### config.mk
export PLATFORM = sky130hd
export DESIGN_NAME = ioctl_rom_loader
export DESIGN_NICKNAME = d
export VERILOG_FILES = /design/src/rtl/ioctl_rom_loader.sv
export SDC_FILE = /design/constraint.sdc
export NUM_CORES = 1
export LEC_CHECK = 0
export ABC_AREA = 1
export BUFFER_PORTS_ARGS = -buffer_cell sky130_fd_sc_hd__clkbuf_2
export CELL_PAD_IN_SITES_DETAIL_PLACEMENT = 1
export CELL_PAD_IN_SITES_GLOBAL_PLACEMENT = 1
export CORE_ASPECT_RATIO = 0.9
export CORE_MARGIN = 5
export CORE_UTILIZATION = 46
export CTS_CLUSTER_SIZE = 30
export DETAILED_ROUTE_END_ITERATION = 10
export PLACE_DENSITY = 0.84
export SYNTH_ARGS = -nofsm -noshare
export SYNTH_HDL_FRONTEND = slang
export SYNTH_SLANG_ARGS = --single-unit
### constraint.sdc
create_clock -name clk_sys -period 4.8 [get_ports clk_sys]
set_input_delay 0 -clock clk_sys [delete_from_list [all_inputs] [get_ports clk_sys]]
set_output_delay 0 -clock clk_sys [all_outputs]
set_load 0.03 [all_outputs]
### src/rtl/ioctl_rom_loader.sv
// ioctl_rom_loader: buffers the HPS ioctl download stream into a small write
// FIFO and drains it through a toggle-handshake memory write port. It can
// drop a leading header, swap the bytes of 16-bit beats, and it reports the
// loaded image size, a completion pulse and a sticky overflow flag.
module ioctl_rom_loader #(
    parameter int DW        = 16,
    parameter int AW        = 25,
    parameter int DEPTH     = 4,
    parameter int HDR_BYTES = 512
) (
    input  logic          clk_sys,
    input  logic          reset,
    input  logic          ioctl_download,
    input  logic          ioctl_wr,
    input  logic [AW-1:0] ioctl_addr,
    input  logic [DW-1:0] ioctl_data,
    output logic          ioctl_wait,
    input  logic          hdr_skip,
    input  logic          swap,
    output logic [AW-1:0] mem_addr,
    output logic [DW-1:0] mem_din,
    output logic          mem_req,
    input  logic          mem_ack,
    output logic [AW-1:0] rom_size,
    output logic          load_done,
    output logic          overflow
);

    localparam int PW = $clog2(DEPTH);
    localparam int CW = PW + 1;
    localparam int NB = DW / 8;

    localparam logic [AW-1:0] HDR_A   = AW'(HDR_BYTES);
    localparam logic [AW-1:0] BEAT_A  = AW'(NB);
    localparam logic [CW-1:0] FULL_C  = CW'(DEPTH);
    localparam logic [CW-1:0] HIGH_C  = CW'(DEPTH - 1);

    typedef enum logic {
        S_IDLE,
        S_WAIT_ACK
    } state_t;

    // Download edge detection and per-download latched options
    logic          dl_q;
    logic          skip_q;
    logic          swap_q;
    logic          dl_rise;
    logic          dl_fall;
    logic          skip_eff;
    logic          swap_eff;

    // FIFO storage and bookkeeping
    logic [AW-1:0] fifo_addr [DEPTH];
    logic [DW-1:0] fifo_data [DEPTH];
    logic [PW-1:0] wr_ptr_q, wr_ptr_d;
    logic [PW-1:0] rd_ptr_q, rd_ptr_d;
    logic [CW-1:0] count_q,  count_d;

    // Push path
    logic          in_hdr;
    logic          accept;
    logic          full;
    logic          push;
    logic          drop;
    logic [AW-1:0] push_addr;
    logic [DW-1:0] push_data;
    logic [AW-1:0] push_end;

    // Drain FSM
    state_t        state_q, state_d;
    logic          pop;
    logic          mem_req_q;
    logic [AW-1:0] mem_addr_q;
    logic [DW-1:0] mem_din_q;

    // Status
    logic [AW-1:0] rom_size_q, rom_size_d;
    logic [AW-1:0] rom_base;
    logic          overflow_q, overflow_d;
    logic          pend_q,     pend_d;
    logic          wait_q,     wait_d;
    logic          load_done_q, load_done_d;
    logic          done_now;

    assign dl_rise  = ioctl_download & ~dl_q;
    assign dl_fall  = ~ioctl_download & dl_q;

    // A beat arriving in the very cycle the download starts already obeys
    // the options being latched in that cycle.
    assign skip_eff = dl_rise ? hdr_skip : skip_q;
    assign swap_eff = dl_rise ? swap     : swap_q;

    assign in_hdr    = skip_eff & (ioctl_addr < HDR_A);
    assign push_addr = ioctl_addr - (skip_eff ? HDR_A : '0);
    assign push_end  = push_addr + BEAT_A;

    // Byte lane reversal; with a single byte lane this is a pass-through.
    generate
        for (genvar gi = 0; gi < NB; gi++) begin : g_lane
            assign push_data[gi*8 +: 8] = swap_eff ? ioctl_data[(NB-1-gi)*8 +: 8]
                                                   : ioctl_data[gi*8 +: 8];
        end
    endgenerate

    // A download start flushes the FIFO, so a simultaneous beat always fits
    // and nothing is popped from the stale contents.
    assign full   = (count_q == FULL_C);
    assign accept = ioctl_wr & ~in_hdr;
    assign push   = accept & (dl_rise | ~full | pop);
    assign drop   = accept & ~push;

    // Remember the previous download level and the options for this download
    always_ff @(posedge clk_sys or posedge reset) begin
        if (reset) begin
            dl_q   <= 1'b0;
            skip_q <= 1'b0;
            swap_q <= 1'b0;
        end else begin
            dl_q <= ioctl_download;
            if (dl_rise) begin
                skip_q <= hdr_skip;
                swap_q <= swap;
            end
        end
    end

    // FIFO storage write; read side is sampled into the output registers
    always_ff @(posedge clk_sys) begin
        if (push) begin
            fifo_addr[wr_ptr_q] <= push_addr;
            fifo_data[wr_ptr_q] <= push_data;
        end
    end

    // FIFO pointer and occupancy next-state, including flush on download start
    always_comb begin
        wr_ptr_d = wr_ptr_q;
        rd_ptr_d = rd_ptr_q;
        count_d  = count_q;
        if (dl_rise) begin
            rd_ptr_d = wr_ptr_q;
            if (push) begin
                wr_ptr_d = wr_ptr_q + 1'b1;
                count_d  = CW'(1);
            end else begin
                count_d  = '0;
            end
        end else begin
            if (push) begin
                wr_ptr_d = wr_ptr_q + 1'b1;
            end
            if (pop) begin
                rd_ptr_d = rd_ptr_q + 1'b1;
            end
            count_d = count_q + CW'(push) - CW'(pop);
        end
    end

    // FIFO pointer and occupancy registers
    always_ff @(posedge clk_sys or posedge reset) begin
        if (reset) begin
            wr_ptr_q <= '0;
            rd_ptr_q <= '0;
            count_q  <= '0;
        end else begin
            wr_ptr_q <= wr_ptr_d;
            rd_ptr_q <= rd_ptr_d;
            count_q  <= count_d;
        end
    end

    // Drain FSM state register
    always_ff @(posedge clk_sys or posedge reset) begin
        if (reset) begin
            state_q <= S_IDLE;
        end else begin
            state_q <= state_d;
        end
    end

    // Drain FSM next state: issue from IDLE, wait for the matching ack
    always_comb begin
        state_d = state_q;
        case (state_q)
            S_IDLE:     if (pop) state_d = S_WAIT_ACK;
            S_WAIT_ACK: if (mem_ack == mem_req_q) state_d = S_IDLE;
            default:    state_d = S_IDLE;
        endcase
    end

    // Drain FSM outputs: pop the head only from IDLE and never during a flush
    always_comb begin
        pop = 1'b0;
        if (state_q == S_IDLE && count_q != '0 && !dl_rise) begin
            pop = 1'b1;
        end
    end

    // Memory request registers; address/data hold until the next issue
    always_ff @(posedge clk_sys or posedge reset) begin
        if (reset) begin
            mem_req_q  <= 1'b0;
            mem_addr_q <= '0;
            mem_din_q  <= '0;
        end else if (pop) begin
            mem_req_q  <= ~mem_req_q;
            mem_addr_q <= fifo_addr[rd_ptr_q];
            mem_din_q  <= fifo_data[rd_ptr_q];
        end
    end

    // Status next-state: image size, overflow, completion and back-pressure
    always_comb begin
        rom_base   = dl_rise ? '0 : rom_size_q;
        rom_size_d = rom_base;
        if (push && push_end > rom_base) begin
            rom_size_d = push_end;
        end

        overflow_d = dl_rise ? 1'b0 : overflow_q;
        if (drop) begin
            overflow_d = 1'b1;
        end

        done_now = pend_q & (state_q == S_IDLE) & (count_q == '0) & ~dl_rise;

        pend_d = pend_q;
        if (dl_rise) begin
            pend_d = 1'b0;
        end else if (dl_fall) begin
            pend_d = 1'b1;
        end else if (done_now) begin
            pend_d = 1'b0;
        end

        load_done_d = done_now;
        // One slot stays free for a beat hps_io may already have in flight.
        wait_d = (count_d >= HIGH_C);
    end

    // Status registers
    always_ff @(posedge clk_sys or posedge reset) begin
        if (reset) begin
            rom_size_q  <= '0;
            overflow_q  <= 1'b0;
            pend_q      <= 1'b0;
            load_done_q <= 1'b0;
            wait_q      <= 1'b0;
        end else begin
            rom_size_q  <= rom_size_d;
            overflow_q  <= overflow_d;
            pend_q      <= pend_d;
            load_done_q <= load_done_d;
            wait_q      <= wait_d;
        end
    end

    assign ioctl_wait = wait_q;
    assign mem_addr   = mem_addr_q;
    assign mem_din    = mem_din_q;
    assign mem_req    = mem_req_q;
    assign rom_size   = rom_size_q;
    assign load_done  = load_done_q;
    assign overflow   = overflow_q;

endmodule

==> results of run 1 <==
==> worst max-delay path: cells and delay by family, from the launching register on <==
kind | cells | cell delay [ps]
buf+inv | 7 | 790
simple gates | 17 | 1900
flops | 1 | 380
fa+ha+maj | 4 | 990
compound gates | 2 | 160
==> repair_timing <==
item / in CTS / in global routing
endpoints found under the setup margin: 0 / 8
buffers inserted: 0 / 0
gates resized for setup: 0 / 1
endpoints found under the hold margin: 171 / 0
hold buffers: 39 / 0
==> logic make-up (layout without fill, tap and decap cells) <==
kind of cell | count (synthesis) | count (layout) | synth area share [%]
compound gates | 195 | 195 | 10.7
xor+xnor | 21 | 21 | 1.71
fa+ha+maj | 37 | 37 | 4.20
buf+inv | 132 | 307 | 4.65
flops | 246 | 246 | 62.4
other cells | 0 | 3 | 0
simple gates | 448 | 448 | 16.3
==> routing by layer <==
layer  share of wire, %  up-vias  track usage, %
met5                  0        -               0
met4                2.5        0            6.60
met3                5.0       51            3.94
met2                 50      243            41.0
met1                 42     4248            28.0
li1                   -     3992               -
==> per-stage QoR <==
stage	instances	setup slack [ps]	util, %	instance area (um^2)
after detailed placement	1473	384	50.3	12100
after global routing	1565	30.7	55.9	13500
after global placement	1473	601	50.3	12100
after floorplan	1079	1070	-	11200
final	1565	482	55.9	13500
after CTS	1562	339	55.8	13500
==> flip-flops by register name, summed over array words and instances (netlist names), 2 cells and up <==
| signal | count |
|---|---|
| rom_size | 25 |
| count_q | 3 |
| mem_din | 16 |
| mem_addr | 25 |
| fifo_addr | 100 |
| wr_ptr_q | 2 |
| rd_ptr_q | 2 |
| fifo_data | 64 |
==> cells in the mapped netlist, drive strengths merged <==
cell type	n	area, um^2
nor4	1	6.26
fa	1	20.0
and2	2	12.5
a21oi	65	325
nand3b	7	52.6
a32o	41	410
buf	11	66.3
dfrtp	82	2050
nand2	326	1230
o211ai	1	7.51
xor2	14	130
nor2	73	309
edfxtp	164	4920
nand4	7	58.8
o21bai	4	30.0
nor3	2	10.0
inv	84	315
o21ai	82	414
clkbuf	37	139
o22ai	1	6.26
o21a	1	7.51
nand3	30	150
ha	36	450
xnor2	7	61.3
==> area by class of cell <==
cell class	count	area, um^2	share of cell area [%]
inverters	84	317	2.35
diodes	3	7.51	0.0557
well taps	308	385	2.86
multi-input cells	701	3730	27.7
repair buffers	173	1120	8.28
flip-flops and latches	246	6980	51.8
clock inverters	12	165	1.23
clock buffers	38	778	5.77
==> power by group through the flow <==
stage / Sequential [uW] / Combinational [uW] / Clock (uW)
floorplan: 3690 / 1570 / 0
global placement: 3200 / 2880 / 0
detailed placement: 3220 / 3010 / 0
CTS: 3190 / 3080 / 2220
global route: 3250 / 3370 / 2330
finish: 3190 / 3070 / 2210
==> path summary, 6_finish.rpt <==
| path | start | endpoint | slack (ps) |
|---|---|---|---|
| max reg2reg | dl_q$_DFF_PP0_ | rom_size[7]$_DFF_PP0_ | 480 |
| max | dl_q$_DFF_PP0_ | rom_size[7]$_DFF_PP0_ | 480 |
| min in group asynchronous | reset | rom_size[4]$_DFF_PP0_ | 230 |
| max in group asynchronous | reset | rd_ptr_q[0]$_DFFE_PP0P_ | 3480 |
| min | ioctl_addr[11] | fifo_addr[2][11]$_DFFE_PP_ | 20 |
| min reg2reg | mem_addr[4]$_DFFE_PP0P_ | mem_addr[4]$_DFFE_PP0P_ | 480 |
==> results.py, run 1 <==
metrics = {
    "floorplanning": {
        "floorplan.die.width_um": 174,
        "die_height_um": 158,
        "core_box_area_mm2": 0.0241,
        "number_of_primary_i_o_pins": 118,
        "die_area_mm2": 0.0275,
        "initial_core_util_pct": 46.4,
        "placementRows": 54,
    },
    "worst_setup_path": {
        "critPathArrivalTime_ps": 4760,
        "crit_path_start_kind": "register",
        "cpMostUsedCell": "sky130_fd_sc_hd__nand2_1",
        "end_kind": "register",
        "critPathRequiredTime_ps": 5250,
        "timing.critical_path.fanout_max": 32,
        "critPathSlowestCell": "sky130_fd_sc_hd__dfrtp_1",
        "timing.setup.critical_path_class": "register to register",
        "timing.reg2reg.worst_path_depth": 30,
        "crit_path_max_incr_delay_ps": 380,
    },
    "logic_synthesis": {
        "syn-mean-instance-area_um2": 10.4,
        "yosysUniqueCellTypes": 35,
        "synthesis.area_mm2": 0.0112,
        "synthCells": 1079,
        "synthesis.nets": 1164,
        "warnings_from_yosys": 0,
        "synth-seq-cells": 246,
        "synth-seq-area-share_pct": 62.4,
    },
    "clocking": {
        "cts_tree": "built",
        "worstSkewPairLatency_ps": 540,
        "master_cell_of_the_clock_root_buffer": "sky130_fd_sc_hd__clkbuf_16",
        "cts.sink_count": 246,
        "clk_pin_slew_worst_paths_ps": 60,
        "number_of_buffers_added_by_the_clock_tree_synthesis_step": 27,
        "cts_max_path_buffers": 3,
        "htree_num_levels": 1,
    },
    "drt": {
        "drcViolationCount": 0,
        "routed_wirelength_um": 31600,
        "drt-pass1-iter-count": 6,
        "via_count": 8534,
        "wl_per_cell_um": 20.2,
        "drt.antenna.violating_nets": 0,
        "drtIter0Drc": 465,
        "post_drt_via_cell_ratio": 5.45,
    },
    "sta": {
        "drv_slew": 0,
        "worst-slew-pin-transition_ps": 1050,
        "maxSlewHeadroom_pct": 29.8,
        "timing.final.setup_violations": 0,
        "hold-worst-slack_ps": 22.9,
        "finClkSkew_ps": 12.0,
        "totalNegativeSetupSlack_ps": 0,
        "fraction_of_the_cycle_the_final_worst_path_needs_pct": 90.0,
        "hold_viol_final": 0,
        "grt_setup_unrepaired": "no",
        "max_freq_mhz": 232,
        "period_minus_slack_ps": 4320,
    },
    "placement": {
        "dp_hpwl_um": 20000,
        "place_congestion": 0.961,
        "place.port_buffers": 117,
    },
    "power": {
        "power_dens_cells_mw_per_mm2": 628,
        "netSwitchingFraction_pct": 38.9,
        "switching_power_total_uw": 3290,
        "power.total_uw": 8470,
        "combinationalPowerShare_pct": 36.2,
        "irDropWorstVdd_mv": 0.321,
        "share_of_power_burned_in_registers_pct": 37.7,
        "share_of_power_burned_in_the_clock_network_pct": 26.0,
        "total_leakage_power_uw": 0.00574,
        "cell_internal_pwr_uw": 5170,
    },
    "finish": {
        "num-fill-cells": 2634,
        "drive_gt1_share_pct": 16.0,
        "mostFrequentLayoutCell": "sky130_fd_sc_hd__nand2_1",
        "synthToLayoutAreaGrowth_pct": 20.5,
        "nets": 1318,
        "most-common-layout-cells": "323 x sky130_fd_sc_hd__nand2_1, 164 x sky130_fd_sc_hd__edfxtp_1, 117 x sky130_fd_sc_hd__clkbuf_2, 81 x sky130_fd_sc_hd__dfrtp_1, 79 x sky130_fd_sc_hd__inv_1",
    },
    "grt": {
        "grt_pass1_vias": 9175,
        "maximum_number_of_pins_on_one_net_before_global_route_repair": 86,
        "grt_util_all_layers_pct": 22.6,
        "number_of_antenna_violations_at_the_first_check_in_global_routing": 2,
        "grt_pass1_wl_um": 49600,
        "grt_overflow": 0,
    },
    "hold_path": {
        "timing.hold.worst_path_depth": 2,
        "hold_class": "primary input to register",
    },
    "status": {
        "run_status": "finished, final reports clean",
    },
    "flow_run": {
        "max-cap-violations": 0,
    },
}
Power figures use the tool's default switching activity.
==> run 2, diff against run 1 <==
CORE_UTILIZATION = 39   (was 46)
PLACE_DENSITY = 0.74   (was 0.84)
TNS_END_PERCENT = 5   (was not set)
==> run 2 against run 1 <==
  * Via count fell by 2.3%
  * Critical endpoint is now rom_size[4]$_DFF_PP0_
  * Die area rose by 17%
  * Largest cell class unchanged
  * Sequential share of layout area rose by 0.096 points
==> results.py, run 2 (synthesis results as in run 1) <==
metrics = {
    "power": {
        "share_of_power_burned_in_the_clock_network_pct": 23.9,
        "total_leakage_power_uw": 0.00569,
        "switching_power_total_uw": 3220,
        "combinationalPowerShare_pct": 37.2,
        "power_dens_cells_mw_per_mm2": 607,
        "netSwitchingFraction_pct": 39.4,
        "cell_internal_pwr_uw": 4950,
        "share_of_power_burned_in_registers_pct": 39.0,
        "irDropWorstVdd_mv": 0.354,
    },
    "grt": {
        "number_of_antenna_violations_at_the_first_check_in_global_routing": 0,
        "grt_overflow": 0,
        "grt_pass1_vias": 8920,
        "grt_util_all_layers_pct": 18.5,
        "grt_pass1_wl_um": 48000,
        "maximum_number_of_pins_on_one_net_before_global_route_repair": 86,
    },
    "placement": {
        "place.port_buffers": 117,
        "dp_hpwl_um": 20100,
        "place_congestion": 0.912,
        "dpl-instance-area_mm2": 0.0122,
    },
    "finish": {
        "synthToLayoutAreaGrowth_pct": 20.2,
        "most-common-layout-cells": "323 x sky130_fd_sc_hd__nand2_1, 164 x sky130_fd_sc_hd__edfxtp_1, 117 x sky130_fd_sc_hd__clkbuf_2, 81 x sky130_fd_sc_hd__dfrtp_1, 79 x sky130_fd_sc_hd__inv_1",
        "largest_register_ff_count": 100,
        "num-fill-cells": 3115,
        "drive_gt1_share_pct": 15.7,
        "nets": 1317,
        "regMostFlops": "fifo_addr",
        "layout.core_utilization_pct": 47.9,
        "mostFrequentLayoutCell": "sky130_fd_sc_hd__nand2_1",
        "reg_top3": "fifo_addr x100, fifo_data x64",
        "final_area_mm2": 0.0135,
        "multi_input_comb_area_mm2": 0.00373,
        "layout.area.seq_mm2": 0.00698,
        "antenna_cells": 0,
    },
    "sta": {
        "fraction_of_the_cycle_the_final_worst_path_needs_pct": 89.8,
        "totalNegativeSetupSlack_ps": 0,
        "finClkSkew_ps": 19.7,
        "grt_setup_unrepaired": "no",
        "hold_viol_final": 0,
        "period_minus_slack_ps": 4310,
        "timing.final.setup_violations": 0,
        "max_freq_mhz": 232,
        "worst-slew-pin-transition_ps": 987,
        "drv_slew": 0,
        "maxSlewHeadroom_pct": 34.0,
    },
    "worst_setup_path": {
        "end_kind": "register",
        "timing.critical_path.fanout_max": 35,
        "cp_delay_by_family_top": "simple AND/OR/NAND/NOR gates",
        "setup.reg_to_reg.worst_slack_ps": 490,
        "timing.reg2reg.worst_path_depth": 30,
        "critPathArrivalTime_ps": 4750,
        "timing.setup.critical_path_class": "register to register",
        "critPathRequiredTime_ps": 5240,
        "critPathSlowestCell": "sky130_fd_sc_hd__dfrtp_1",
        "crit_path_start_kind": "register",
        "cpMostUsedCell": "sky130_fd_sc_hd__nand2_1",
        "cp_num_cells": 30,
        "timing.critical_path.buf_inv": 8,
        "crit_path_max_incr_delay_ps": 380,
    },
    "flow_run": {
        "max-cap-violations": 0,
    },
    "floorplanning": {
        "core_box_area_mm2": 0.0281,
        "floorplan.die.width_um": 189,
        "die_height_um": 171,
        "initial_core_util_pct": 39.8,
        "number_of_primary_i_o_pins": 118,
        "die_area_mm2": 0.0322,
        "placementRows": 58,
    },
    "clocking": {
        "clk_pin_slew_worst_paths_ps": 60,
        "htree_num_levels": 1,
        "master_cell_of_the_clock_root_buffer": "sky130_fd_sc_hd__clkbuf_16",
        "cts.sink_count": 246,
        "worstSkewPairLatency_ps": 540,
        "cts_tree": "built",
        "number_of_buffers_added_by_the_clock_tree_synthesis_step": 27,
        "cts_max_path_buffers": 3,
        "post-cts-setup-buffers": 0,
    },
    "status": {
        "run_status": "finished, final reports clean",
    },
    "drt": {
        "wl_per_cell_um": 18.7,
        "post_drt_via_cell_ratio": 5.17,
        "drcViolationCount": 0,
        "drt-pass1-iter-count": 5,
        "routed_wirelength_um": 30100,
        "via_count": 8334,
        "drt.antenna.violating_nets": 0,
        "drtIter0Drc": 354,
    },
    "hold_path": {
        "timing.hold.worst_path_depth": 6,
        "hold_class": "primary input to register",
    },
}
-- run 2: worst register-to-register path: cells and delay by family (launching register included) --
kind	cells	cell delay, ps
buffers and inverters	8	870
and+or+nand+nor	15	1680
DFF	1	380
AOI/OAI and AO/OA	3	340
adders and majority gates	4	930
-- run 2: timing repair --
| action | 4_1_cts | 5_1_grt |
|---|---|---|
| resized for setup | 0 | 2 |
| setup endpoints to repair | 0 | 8 |
| hold buffers | 40 | 0 |
| hold endpoints to repair | 163 | 0 |
-- run 2: stage by stage --
stage / hold WS (ps) / setup WS, ps / power, uW / std cells
6_report: 19.9 / 492 / 8160 / 1613
2_1_floorplan: 31.4 / 1070 / 5250 / 1079
4_1_cts: 15.2 / 259 / 8260 / 1613
5_1_grt: 23.8 / 70.8 / 8690 / 1613
3_5_place_dp: 210 / 358 / 6250 / 1523
3_3_place_gp: 199 / 527 / 6130 / 1523
-- run 2: final timing paths --
check,start,end
worst max-delay path,dl_q$_DFF_PP0_,rom_size[4]$_DFF_PP0_
worst min-delay path,ioctl_addr[24],rom_size[24]$_DFF_PP0_
worst max register to register,dl_q$_DFF_PP0_,rom_size[4]$_DFF_PP0_
worst min register to register,mem_din[10]$_DFFE_PP0P_,mem_din[10]$_DFFE_PP0P_
max in group asynchronous,reset,rd_ptr_q[0]$_DFFE_PP0P_
min in group asynchronous,reset,rom_size[6]$_DFF_PP0_
-- run 2: layout make-up --
class / count / share of cell area (%)
multi-input cells: 701 / 27.7
clock inverters: 12 / 0.521
clock buffers: 38 / 5.70
repair buffers: 172 / 8.45
inverters: 84 / 2.36
flip-flops and latches: 246 / 51.9
well taps: 360 / 3.35
-- run 2: power groups by stage --
| stage | combinational [uW] | clock, uW | sequential (uW) |
|---|---|---|---|
| 3_3_place_gp | 2930 | 0 | 3200 |
| 3_5_place_dp | 3020 | 0 | 3220 |
| 4_1_cts | 3080 | 1990 | 3190 |
| 6_report | 3030 | 1950 | 3180 |
| 5_1_grt | 3370 | 2080 | 3240 |
| 2_1_floorplan | 1570 | 0 | 3690 |
-- run 2: layer usage --
layer,GRT usage [%],share of wire (%),vias up
li1,-,-,3994
met4,4.50,1.8,0
met1,24.3,45,4143
met5,0,0,-
met3,2.71,3.5,41
met2,32.7,50,156
==> run 3, diff against run 2 <==
clock period = 4.6 ns   (was 4.8 ns; I/O delays follow)
==> run 3 against run 2 <==
  * Worst hold slack worse by 15 ps
  * Sequential share of layout area about the same
  * Critical path depth down 2
  * Register-to-register slack worse by 80 ps
  * Sequential power up 4%
  * Largest cell class unchanged
==> results.py, run 3 (synthesis results as in run 1) <==
metrics = {
    "sta": {
        "finClkSkew_ps": 13.9,
        "period_minus_slack_ps": 4190,
        "max_freq_mhz": 239,
        "totalNegativeSetupSlack_ps": 0,
        "hold_viol_final": 0,
        "grt_setup_unrepaired": "no",
        "drv_slew": 0,
        "timing.final.setup_violations": 0,
        "maxSlewHeadroom_pct": 33.4,
        "worst-slew-pin-transition_ps": 997,
        "fraction_of_the_cycle_the_final_worst_path_needs_pct": 91.1,
    },
    "worst_setup_path": {
        "end_kind": "register",
        "timing.setup.critical_path_class": "register to register",
        "timing.critical_path.fanout_max": 12,
        "critPathRequiredTime_ps": 4970,
        "crit_path_start_kind": "register",
        "critPathSlowestCell": "sky130_fd_sc_hd__o21bai_2",
        "cpMostUsedCell": "sky130_fd_sc_hd__nand2_1",
        "crit_path_max_incr_delay_ps": 430,
        "critPathArrivalTime_ps": 4570,
    },
    "clocking": {
        "cts_max_path_buffers": 3,
        "worstSkewPairLatency_ps": 530,
        "post-cts-setup-buffers": 0,
        "master_cell_of_the_clock_root_buffer": "sky130_fd_sc_hd__clkbuf_16",
        "cts.sink_count": 246,
        "number_of_buffers_added_by_the_clock_tree_synthesis_step": 26,
        "clk_pin_slew_worst_paths_ps": 60,
        "htree_num_levels": 1,
        "cts_tree": "built",
    },
    "power": {
        "switching_power_total_uw": 3340,
        "share_of_power_burned_in_the_clock_network_pct": 24.4,
        "irDropWorstVdd_mv": 0.344,
        "total_leakage_power_uw": 0.00568,
        "power_dens_cells_mw_per_mm2": 638,
        "netSwitchingFraction_pct": 38.9,
        "share_of_power_burned_in_registers_pct": 38.6,
        "combinationalPowerShare_pct": 37.0,
        "cell_internal_pwr_uw": 5250,
    },
    "grt": {
        "met2_usage_pct": 33.1,
        "grt_overflow": 0,
        "maximum_number_of_pins_on_one_net_before_global_route_repair": 86,
        "grt_pass1_vias": 8780,
        "grt_util_all_layers_pct": 18.5,
        "grt-busiest-layer": "met2",
        "met3_usage_pct": 2.41,
        "grt_pass1_wl_um": 47900,
        "number_of_antenna_violations_at_the_first_check_in_global_routing": 0,
        "grt_util_met1_pct": 24.8,
    },
    "floorplanning": {
        "placementRows": 58,
        "number_of_primary_i_o_pins": 118,
        "core_box_area_mm2": 0.0281,
        "initial_core_util_pct": 39.8,
        "die_area_mm2": 0.0322,
        "die_height_um": 171,
        "floorplan.die.width_um": 189,
    },
    "drt": {
        "post_drt_via_cell_ratio": 5.10,
        "via_count": 8207,
        "drt.antenna.violating_nets": 0,
        "drcViolationCount": 0,
        "routed_wirelength_um": 30000,
        "wl_per_cell_um": 18.6,
        "drt-pass1-iter-count": 5,
        "drtIter0Drc": 503,
    },
    "placement": {
        "place.port_buffers": 117,
        "place_congestion": 0.907,
        "dpl-instance-area_mm2": 0.0122,
        "dp_hpwl_um": 20100,
    },
    "finish": {
        "reg_top3": "fifo_addr x100, fifo_data x64",
        "final_area_mm2": 0.0135,
        "regMostFlops": "fifo_addr",
        "drive_gt1_share_pct": 15.9,
        "antenna_cells": 0,
        "synthToLayoutAreaGrowth_pct": 20.3,
        "mostFrequentLayoutCell": "sky130_fd_sc_hd__nand2_1",
        "most-common-layout-cells": "321 x sky130_fd_sc_hd__nand2_1, 164 x sky130_fd_sc_hd__edfxtp_1, 117 x sky130_fd_sc_hd__clkbuf_2, 81 x sky130_fd_sc_hd__dfrtp_1, 78 x sky130_fd_sc_hd__inv_1",
        "num-fill-cells": 3137,
        "nets": 1315,
        "largest_register_ff_count": 100,
    },
    "hold_path": {
        "hold_class": "primary input to register",
    },
    "flow_run": {
        "max-cap-violations": 0,
    },
    "status": {
        "run_status": "finished, final reports clean",
    },
}
==> run 3: cell types whose count changed in the layout (fill, tap and decap cells not counted), moves of 2 or more <==
cell / previous run / this run
sky130_fd_sc_hd__clkbuf_1: 6 / 9
sky130_fd_sc_hd__clkbuf_8: 5 / 0
sky130_fd_sc_hd__nand2_2: 3 / 5
sky130_fd_sc_hd__clkinv_2: 9 / 6
sky130_fd_sc_hd__inv_2: 3 / 5
sky130_fd_sc_hd__nand2_1: 323 / 321
sky130_fd_sc_hd__buf_4: 12 / 14
sky130_fd_sc_hd__bufinv_16: 0 / 3
sky130_fd_sc_hd__dlygate4sd3_1: 40 / 37
==> run 3: power groups by stage <==
stage               combinational [uW]  sequential, uW  clock [uW]
floorplan                         1630            3850           0
finish                            3180            3320        2090
global route                      3520            3370        2250
CTS                               3220            3320        2150
detailed placement                3160            3360           0
global placement                  3070            3340           0
==> run 3: cell type report <==
| class | count | area (um^2) | share of cell area, % |
|---|---|---|---|
| clock buffers | 36 | 709 | 5.27 |
| inverters | 84 | 317 | 2.35 |
| well taps | 360 | 450 | 3.35 |
| multi-input cells | 701 | 3750 | 27.9 |
| clock inverters | 12 | 134 | 0.995 |
| flip-flops and latches | 246 | 6980 | 51.8 |
| repair buffers | 171 | 1120 | 8.33 |
==> run 3: repair_timing <==
action                                  4_1_cts  5_1_grt
endpoints found under the setup margin        0       24
gates resized for setup                       0       10
hold buffers                                 37        0
hold endpoints to repair                    151        0
==> run 3: final timing paths <==
path | start | endpoint | slack (ps) | cells after the start
max | dl_q$_DFF_PP0_ | rom_size[0]$_DFF_PP0_ | 410 | 28
min | ioctl_addr[18] | fifo_addr[2][18]$_DFFE_PP_ | 5 | 3
max reg2reg | dl_q$_DFF_PP0_ | rom_size[0]$_DFF_PP0_ | 410 | 28
min reg2reg | mem_addr[12]$_DFFE_PP0P_ | mem_addr[12]$_DFFE_PP0P_ | 480 | 2
max in group asynchronous | reset | rd_ptr_q[0]$_DFFE_PP0P_ | 3300 | 4
min in group asynchronous | reset | rom_size[7]$_DFF_PP0_ | 190 | 3
==> run 3: per-stage QoR <==
step / worst slack [ps] / std cells / utilization (%) / hold WS, ps / power (uW)
final: 408 / 1610 / 47.9 / 5.26 / 8590
after floorplan: 871 / 1079 / - / 31.4 / 5480
after CTS: 63.0 / 1610 / 47.8 / 5.31 / 8690
after global placement: 369 / 1525 / 43.5 / 179 / 6400
after detailed placement: 156 / 1525 / 43.5 / 176 / 6530
after global routing: 9.36 / 1610 / 47.9 / 14.0 / 9150
==> run 3: critical path: cells and delay by family (launching register included) <==
| kind | cells | cell delay (ps) |
|---|---|---|
| simple gates | 16 | 1730 |
| buf+inv | 6 | 520 |
| compound gates | 3 | 680 |
| flops | 1 | 390 |
| fa+ha+maj | 3 | 710 |
==> run 3: per-layer routing <==
| metal | vias to the layer above | part of all wire (%) |
|---|---|---|
| met5 | - | 0 |
| met4 | 0 | 1.3 |
| met3 | 32 | 3.3 |
| met2 | 137 | 50 |
| met1 | 4049 | 46 |
| li1 | 3989 | - |
